===== src/rtl/spi_ram_wrapper_if.sv =====
// SPI pin bundle between an external master and the RAM wrapper slave.
interface spi_ram_wrapper_if;
    logic mosi;
    logic ss_n;
    logic miso;

    modport master (
        output mosi,
        output ss_n,
        input  miso
    );

    modport slave (
        input  mosi,
        input  ss_n,
        output miso
    );
endinterface


===== src/rtl/spi_ram_wrapper.sv =====
// SPI slave front-end with an internal RAM and separate write/read address pointers.
// A 10-bit frame carries a 2-bit command plus an 8-bit payload:
//   00 sets the write address, 01 writes RAM, 10 sets the read address,
//   11 streams RAM[read address] back on miso, MSB first.
module spi_ram_wrapper #(
    parameter int MEM_DEPTH = 256,
    parameter int ADDR_SIZE = 8,
    parameter int DATA_SIZE = 8
) (
    input  logic                clk,
    input  logic                rst_n,
    spi_ram_wrapper_if.slave    spi
);

    localparam int FRAME_W = DATA_SIZE + 2;
    localparam int CNT_W   = $clog2(FRAME_W + 1);

    typedef enum logic [1:0] {
        IDLE,
        RX,
        READOUT
    } state_t;

    state_t                 state_q, state_d;
    logic [CNT_W-1:0]       bitCnt_q, bitCnt_d;
    // Holds the first nine frame bits; the tenth is taken straight from mosi
    // on the decode edge, so the full frame is always {rxShift_q, mosi}.
    logic [FRAME_W-2:0]     rxShift_q, rxShift_d;
    logic [ADDR_SIZE-1:0]   wrAddr_q, wrAddr_d;
    logic [ADDR_SIZE-1:0]   rdAddr_q, rdAddr_d;
    logic [DATA_SIZE-1:0]   tx_q, tx_d;
    logic                   miso_q, miso_d;
    // Cleared when a frame completes; set again once ss_n is seen high, so a
    // new frame only starts after the master has deselected the slave.
    logic                   armed_q, armed_d;

    logic [FRAME_W-1:0]     rxFull;
    logic                   ramWe;
    logic [DATA_SIZE-1:0]   ramRdata;
    logic [DATA_SIZE-1:0]   mem [MEM_DEPTH];

    assign rxFull   = {rxShift_q, spi.mosi};
    assign ramRdata = mem[rdAddr_q];
    assign spi.miso = miso_q;

    // Next-state logic: frame reception, command decode and readout sequencing.
    always_comb begin
        state_d   = state_q;
        bitCnt_d  = bitCnt_q;
        rxShift_d = rxShift_q;
        wrAddr_d  = wrAddr_q;
        rdAddr_d  = rdAddr_q;
        tx_d      = tx_q;
        miso_d    = 1'b0;
        armed_d   = spi.ss_n ? 1'b1 : armed_q;
        ramWe     = 1'b0;

        case (state_q)
            IDLE: begin
                bitCnt_d = '0;
                if (!spi.ss_n && armed_q) begin
                    rxShift_d = {{(FRAME_W-2){1'b0}}, spi.mosi};
                    bitCnt_d  = CNT_W'(1);
                    state_d   = RX;
                end
            end

            RX: begin
                if (spi.ss_n) begin
                    bitCnt_d = '0;
                    state_d  = IDLE;
                end else if (bitCnt_q == CNT_W'(FRAME_W - 1)) begin
                    bitCnt_d = '0;
                    armed_d  = 1'b0;
                    state_d  = IDLE;
                    case (rxFull[FRAME_W-1 -: 2])
                        2'b00:   wrAddr_d = rxFull[ADDR_SIZE-1:0];
                        2'b01:   ramWe    = 1'b1;
                        2'b10:   rdAddr_d = rxFull[ADDR_SIZE-1:0];
                        default: state_d  = READOUT;
                    endcase
                end else begin
                    rxShift_d = rxFull[FRAME_W-2:0];
                    bitCnt_d  = bitCnt_q + 1'b1;
                end
            end

            READOUT: begin
                if (spi.ss_n) begin
                    bitCnt_d = '0;
                    state_d  = IDLE;
                end else if (bitCnt_q == '0) begin
                    tx_d     = ramRdata;
                    miso_d   = ramRdata[DATA_SIZE-1];
                    bitCnt_d = CNT_W'(1);
                end else if (bitCnt_q < CNT_W'(DATA_SIZE)) begin
                    tx_d     = tx_q << 1;
                    miso_d   = tx_q[DATA_SIZE-2];
                    bitCnt_d = bitCnt_q + 1'b1;
                end else begin
                    bitCnt_d = '0;
                    state_d  = IDLE;
                end
            end

            default: begin
                bitCnt_d = '0;
                state_d  = IDLE;
            end
        endcase
    end

    // State and datapath registers; RAM contents live outside this reset domain.
    always_ff @(posedge clk or negedge rst_n) begin
        if (!rst_n) begin
            state_q   <= IDLE;
            bitCnt_q  <= '0;
            rxShift_q <= '0;
            wrAddr_q  <= '0;
            rdAddr_q  <= '0;
            tx_q      <= '0;
            miso_q    <= 1'b0;
            armed_q   <= 1'b1;
        end else begin
            state_q   <= state_d;
            bitCnt_q  <= bitCnt_d;
            rxShift_q <= rxShift_d;
            wrAddr_q  <= wrAddr_d;
            rdAddr_q  <= rdAddr_d;
            tx_q      <= tx_d;
            miso_q    <= miso_d;
            armed_q   <= armed_d;
        end
    end

    // RAM write port, driven by a decoded write-data frame.
    always_ff @(posedge clk) begin
        if (ramWe) begin
            mem[wrAddr_q] <= rxFull[DATA_SIZE-1:0];
        end
    end

endmodule


===== src/flat_wrapper.sv =====
// flat-port wrapper written by rule: the top's interface ports become plain ports
module spi_ram_wrapper_flat 
#(
    parameter int MEM_DEPTH = 256,
    parameter int ADDR_SIZE = 8,
    parameter int DATA_SIZE = 8
)
  (clk, rst_n, spi_mosi, spi_ss_n, spi_miso);
  spi_ram_wrapper_if spi_i ();
  input  logic clk;
  input  logic rst_n;
  input wire logic [$bits(spi_i.mosi)-1:0] spi_mosi;
  input wire logic [$bits(spi_i.ss_n)-1:0] spi_ss_n;
  output wire logic [$bits(spi_i.miso)-1:0] spi_miso;
  assign spi_i.mosi = spi_mosi;
  assign spi_i.ss_n = spi_ss_n;
  assign spi_miso = spi_i.miso;
  spi_ram_wrapper #(.MEM_DEPTH(MEM_DEPTH), .ADDR_SIZE(ADDR_SIZE), .DATA_SIZE(DATA_SIZE)) u_core (.clk(clk), .rst_n(rst_n), .spi(spi_i));
endmodule

===== config.mk =====
export PLATFORM = sky130hd
export DESIGN_NAME = spi_ram_wrapper_flat
export DESIGN_NICKNAME = d
export VERILOG_FILES = /design/src/rtl/spi_ram_wrapper_if.sv /design/src/rtl/spi_ram_wrapper.sv /design/src/flat_wrapper.sv
export SDC_FILE = /design/constraint.sdc
export NUM_CORES = 2
export LEC_CHECK = 0
export CORE_MARGIN = 2
export CORE_UTILIZATION = 50
export DETAILED_ROUTE_END_ITERATION = 16
export PLACE_DENSITY = 0.65
export SETUP_SLACK_MARGIN = 0.02
export SLEW_MARGIN = 25
export SYNTH_ARGS = -nofsm -noshare
export SYNTH_HDL_FRONTEND = slang
export SYNTH_SLANG_ARGS = --single-unit

===== constraint.sdc =====
create_clock -name clk -period 4.7 [get_ports clk]
set_clock_uncertainty 0.2 [all_clocks]
set_input_delay 0.705 -clock clk [delete_from_list [all_inputs] [get_ports clk]]
set_output_delay 0.705 -clock clk [all_outputs]
set_load 0.02 [all_outputs]

==> results.py <==
metrics = {
    "worst_setup_path": {
        "worstPathRequired_ns": 5.20,
        "r2r_end": "u_core.tx_q[5]$_DFFE_PN0P_",
        "slowest_delay_ns": 0.83,
        "crit_top_cell": "buf_4",
        "arrival_ns": 4.87,
        "end_kind": "flop",
        "crit_type": "flop to flop",
        "cp_max_fo": 42,
        "cp-start-kind": "flop",
        "cpMaxStageDelayCell": "nor4b_4",
        "r2r-start": "u_core.rdAddr_q[3]$_DFFE_PN0P_",
        "rr_worst_depth": 8,
        "worstPathCellList": "buf_4 -> nor4b_4 -> buf_4 -> a22oi_1 -> nand4_1 -> nor3b_1 -> nor4_1 -> o41ai_1",
        "rrSetupSlack_ns": 0.32,
    },
    "hold_path": {
        "whs_endpoint": "u_core.mem[59][0]$_DFFE_PP_",
        "hold_depth": 1,
        "hold_class": "input pin to flop",
        "min-delay-start": "spi_mosi",
    },
    "clock_network": {
        "clk_pin_slew_ns": 0.06,
        "cts_tree": "yes",
        "clock-root-buffer": "clkbuf_16",
        "cts_made_buffers": 202,
        "htree_levels": 4,
        "clock_path_buffers": 3,
        "clock_sinks": 2088,
        "clk_latency_ns": 0.85,
    },
    "grt": {
        "grt_max_degree": 161,
        "use_met3_pct": 6.98,
        "grt-ovfl-total": 0,
        "met1_usage_pct": 39.3,
        "use_met2_pct": 39.8,
        "antenna_found_initial": 9,
        "grt_pass1_wl_um": 321000,
        "grt_usage_pct": 27.3,
        "grt_pass1_vias": 42000,
        "top_usage_layer": "met2",
    },
    "timing": {
        "slew_headroom_pct": 28.0,
        "period_minus_slack_ns": 4.38,
        "setup_viol_count_final": 0,
        "drv_slew": 0,
        "grt_setup_unrepaired": "no",
        "fin_crit_sh_pct": 93.1,
        "holdWs_ns": 0.190,
        "worstMarginPinSlew_ns": 1.08,
        "fmax_ghz": 0.229,
        "hold_violations": 0,
        "setup_total_negative_slack_ns": 0,
    },
    "floorplanning": {
        "die_height_um": 408,
        "die_x_um": 408,
        "rows": 148,
        "initial_core_util_pct": 50.2,
        "die_area_mm2": 0.166,
        "core-area_mm2": 0.162,
        "io_pins": 5,
    },
    "power": {
        "power_switching_uw": 7920,
        "p_seq_share_pct": 55.4,
        "p_leak_uw": 0.0299,
        "pwr-share-comb_pct": 3.2,
        "vdd_drop_max_uv": 353,
        "clockPowerShare_pct": 41.4,
        "p_sw_share_pct": 20.9,
        "power.internal_uw": 29900,
        "power_density_mw_per_mm2": 409,
    },
    "synth": {
        "synthTopCellsByArea": "edfxtp_1 75%, mux4_2 12%, mux2i_1 2.3%",
        "syn-cell-area_mm2": 0.0816,
        "synth-edff-count": 2048,
        "yosys.area.top_type": "edfxtp_1",
        "ys_warn_count": 0,
        "ys_seq_area_share_pct": 76.6,
        "synth_area_per_cell_um2": 20.5,
        "ys_types": 74,
        "yosysTopAreaCellShare_pct": 75.4,
        "syn_inst": 3977,
        "synthArstFlopShare_pct": 1.92,
        "synth-seq-cells": 2088,
        "syn-num-nets": 3985,
        "ys.flop_type": "edfxtp_1",
    },
    "routing": {
        "drt-total-wl_um": 226000,
        "drc": 0,
        "drt_iter0_markers": 6702,
        "wire_per_inst_um": 34.1,
        "firstDrtPassIters": 8,
        "num_vias": 42800,
        "via_per_inst": 6.45,
        "ant_nets": 0,
    },
    "place": {
        "dp_cells": 6276,
        "hpwl_um": 141000,
        "globalplace.congestion": 0.934,
        "port_buffers": 4,
    },
    "cells_and_area": {
        "syn_to_final_growth_pct": 13.4,
        "fin_nets": 4314,
        "drive_gt1_share_pct": 25.1,
        "final_cells": 6639,
    },
    "status": {
        "status": "completed",
    },
    "job": {
        "cap_violations": 0,
    },
}
sequential cells by signal, indices dropped and copies added (netlist names):
register and count:
u_core.tx_q 7, u_core.armed_q 1, u_core.state_q 2, u_core.mem 2048
u_core.rdAddr_q 8, u_core.rxShift_q 9, u_core.spi.miso 1, u_core.bitCnt_q 4
u_core.wrAddr_q 8
critical path: cells and delay by family (launching register included):
family,cells,cell delay (ns)
buf+inv,2,1.01
flops,1,0.67
simple gates,4,1.93
compound gates,2,0.35
cell type report:
| class | instances | area (um^2) |
|---|---|---|
| Tap cell | 2175 | 2720 |
| Multi-Input combinational cell | 1643 | 17700 |
| Antenna cell | 6 | 15.0 |
| Inverter | 12 | 48.8 |
| Fill cell | 11900 | 69900 |
| Sequential cell | 2088 | 62500 |
| Clock buffer | 253 | 5330 |
| Timing Repair Buffer | 359 | 3140 |
| Clock inverter | 103 | 980 |
through the flow:
step / utilization (%) / instance area (um^2) / power [uW] / setup WS [ns]
final: 57.0 / 92500 / 37900 / 0.324
after global routing: 57.0 / 92500 / 38800 / 0.436
after CTS: 56.9 / 92500 / 38000 / 0.475
after detailed placement: 53.1 / 86200 / 22600 / 0.296
after global placement: 53.0 / 86100 / 22500 / 0.0955
after floorplan: - / 81600 / 22000 / 0.469
cells in the final DEF, fill, tap and decap left out, drive strengths merged, types with 12 or more instances in the layout:
| master | instances |
|---|---|
| edfxtp | 2048 |
| mux4 | 449 |
| buf | 355 |
| nor2 | 316 |
| clkbuf | 254 |
| mux2i | 191 |
| nand2 | 118 |
| clkinv | 83 |
| o21ai | 59 |
| o22ai | 58 |
| a21oi | 51 |
| dfrtp | 39 |
| a22oi | 38 |
| nor2b | 33 |
| o221ai | 33 |
| nand3 | 33 |
| mux2 | 26 |
| a211oi | 25 |
| nor3 | 24 |
| a2111oi | 18 |
| inv | 17 |
| nand4 | 14 |
| bufinv | 14 |
| a221oi | 13 |
| a31oi | 12 |
per-layer routing:
metal  wire length (um)  part of all wire (%)
met2             101000                    45
met1              90000                    40
met4              10600                   4.7
met3              24100                    11
met5                 55                 0.024
kinds of logic (layout without fill, tap and decap cells):
group                    Yosys count  after routing  synth area share, %
buffers and inverters            246            727                 1.73
AO/OA/AOI/OAI                    372            372                 3.17
adder cells (fa/ha/maj)            4              4               0.0613
flip-flops                      2088           2088                 76.6
AND/OR/NAND/NOR                  601            601                 3.26
other                              0              6                    0
multiplexers                     666            666                 15.2
power by group through the flow:
stage	logic (uW)	clock network, uW	registers, uW
2_1_floorplan	415	0	21600
6_report	1220	15700	21000
5_1_grt	1290	16600	21000
3_5_place_dp	1230	0	21400
4_1_cts	1230	15800	21000
3_3_place_gp	1120	0	21400
Yosys cell counts, types with 5 or more instances:
library cell     n
o21ai_0         58
a22o_1          10
nand2b_1        11
a21oi_1         51
a211oi_1        25
and2_1          11
or3_1            6
a311oi_1         5
clkbuf_1        89
nor2_1         316
nor3_1          24
buf_6           21
o22a_1           5
a221oi_1        13
buf_1           11
nor2b_1         33
o221ai_1        33
o22ai_1         58
nand2_1        118
a31oi_1         12
and3_1           6
edfxtp_1      2048
a211o_1          5
or2_2            7
mux2i_1        191
nand4_1         14
mux2_2          26
nor4_1           7
mux4_1          14
a2111oi_0       17
a22oi_1         38
o211ai_1         8
mux4_2         435
buf_2           64
inv_1           11
dfrtp_1         39
nand3_1         33
buf_4           41
worst max-delay path by stage:
| stage | from | slack [ns] | to | cells after the start |
|---|---|---|---|---|
| after floorplan | u_core.rxShift_q[1]$_DFFE_PN0P_ | 0.47 | u_core.mem[0][2]$_DFFE_PP_ | 0 |
| after global placement | u_core.rdAddr_q[0]$_DFFE_PN0P_ | 0.1 | u_core.tx_q[0]$_DFFE_PN0P_ | 9 |
| after detailed placement | spi_ss_n | 0.30 | u_core.mem[47][6]$_DFFE_PP_ | 6 |
| after CTS | u_core.rdAddr_q[0]$_DFFE_PN0P_ | 0.47 | u_core.tx_q[5]$_DFFE_PN0P_ | 9 |
| after global routing | u_core.rdAddr_q[0]$_DFFE_PN0P_ | 0.44 | u_core.tx_q[5]$_DFFE_PN0P_ | 9 |
| final | u_core.rdAddr_q[3]$_DFFE_PN0P_ | 0.32 | u_core.tx_q[5]$_DFFE_PN0P_ | 8 |
timing repair:
action	in CTS	in global routing
hold buffers	1	0
resized for setup	0	0
setup endpoints to repair	0	0
endpoints found under the hold margin	39	0
buffers inserted	0	0
No activity file was read; power rests on OpenSTA's default activity.
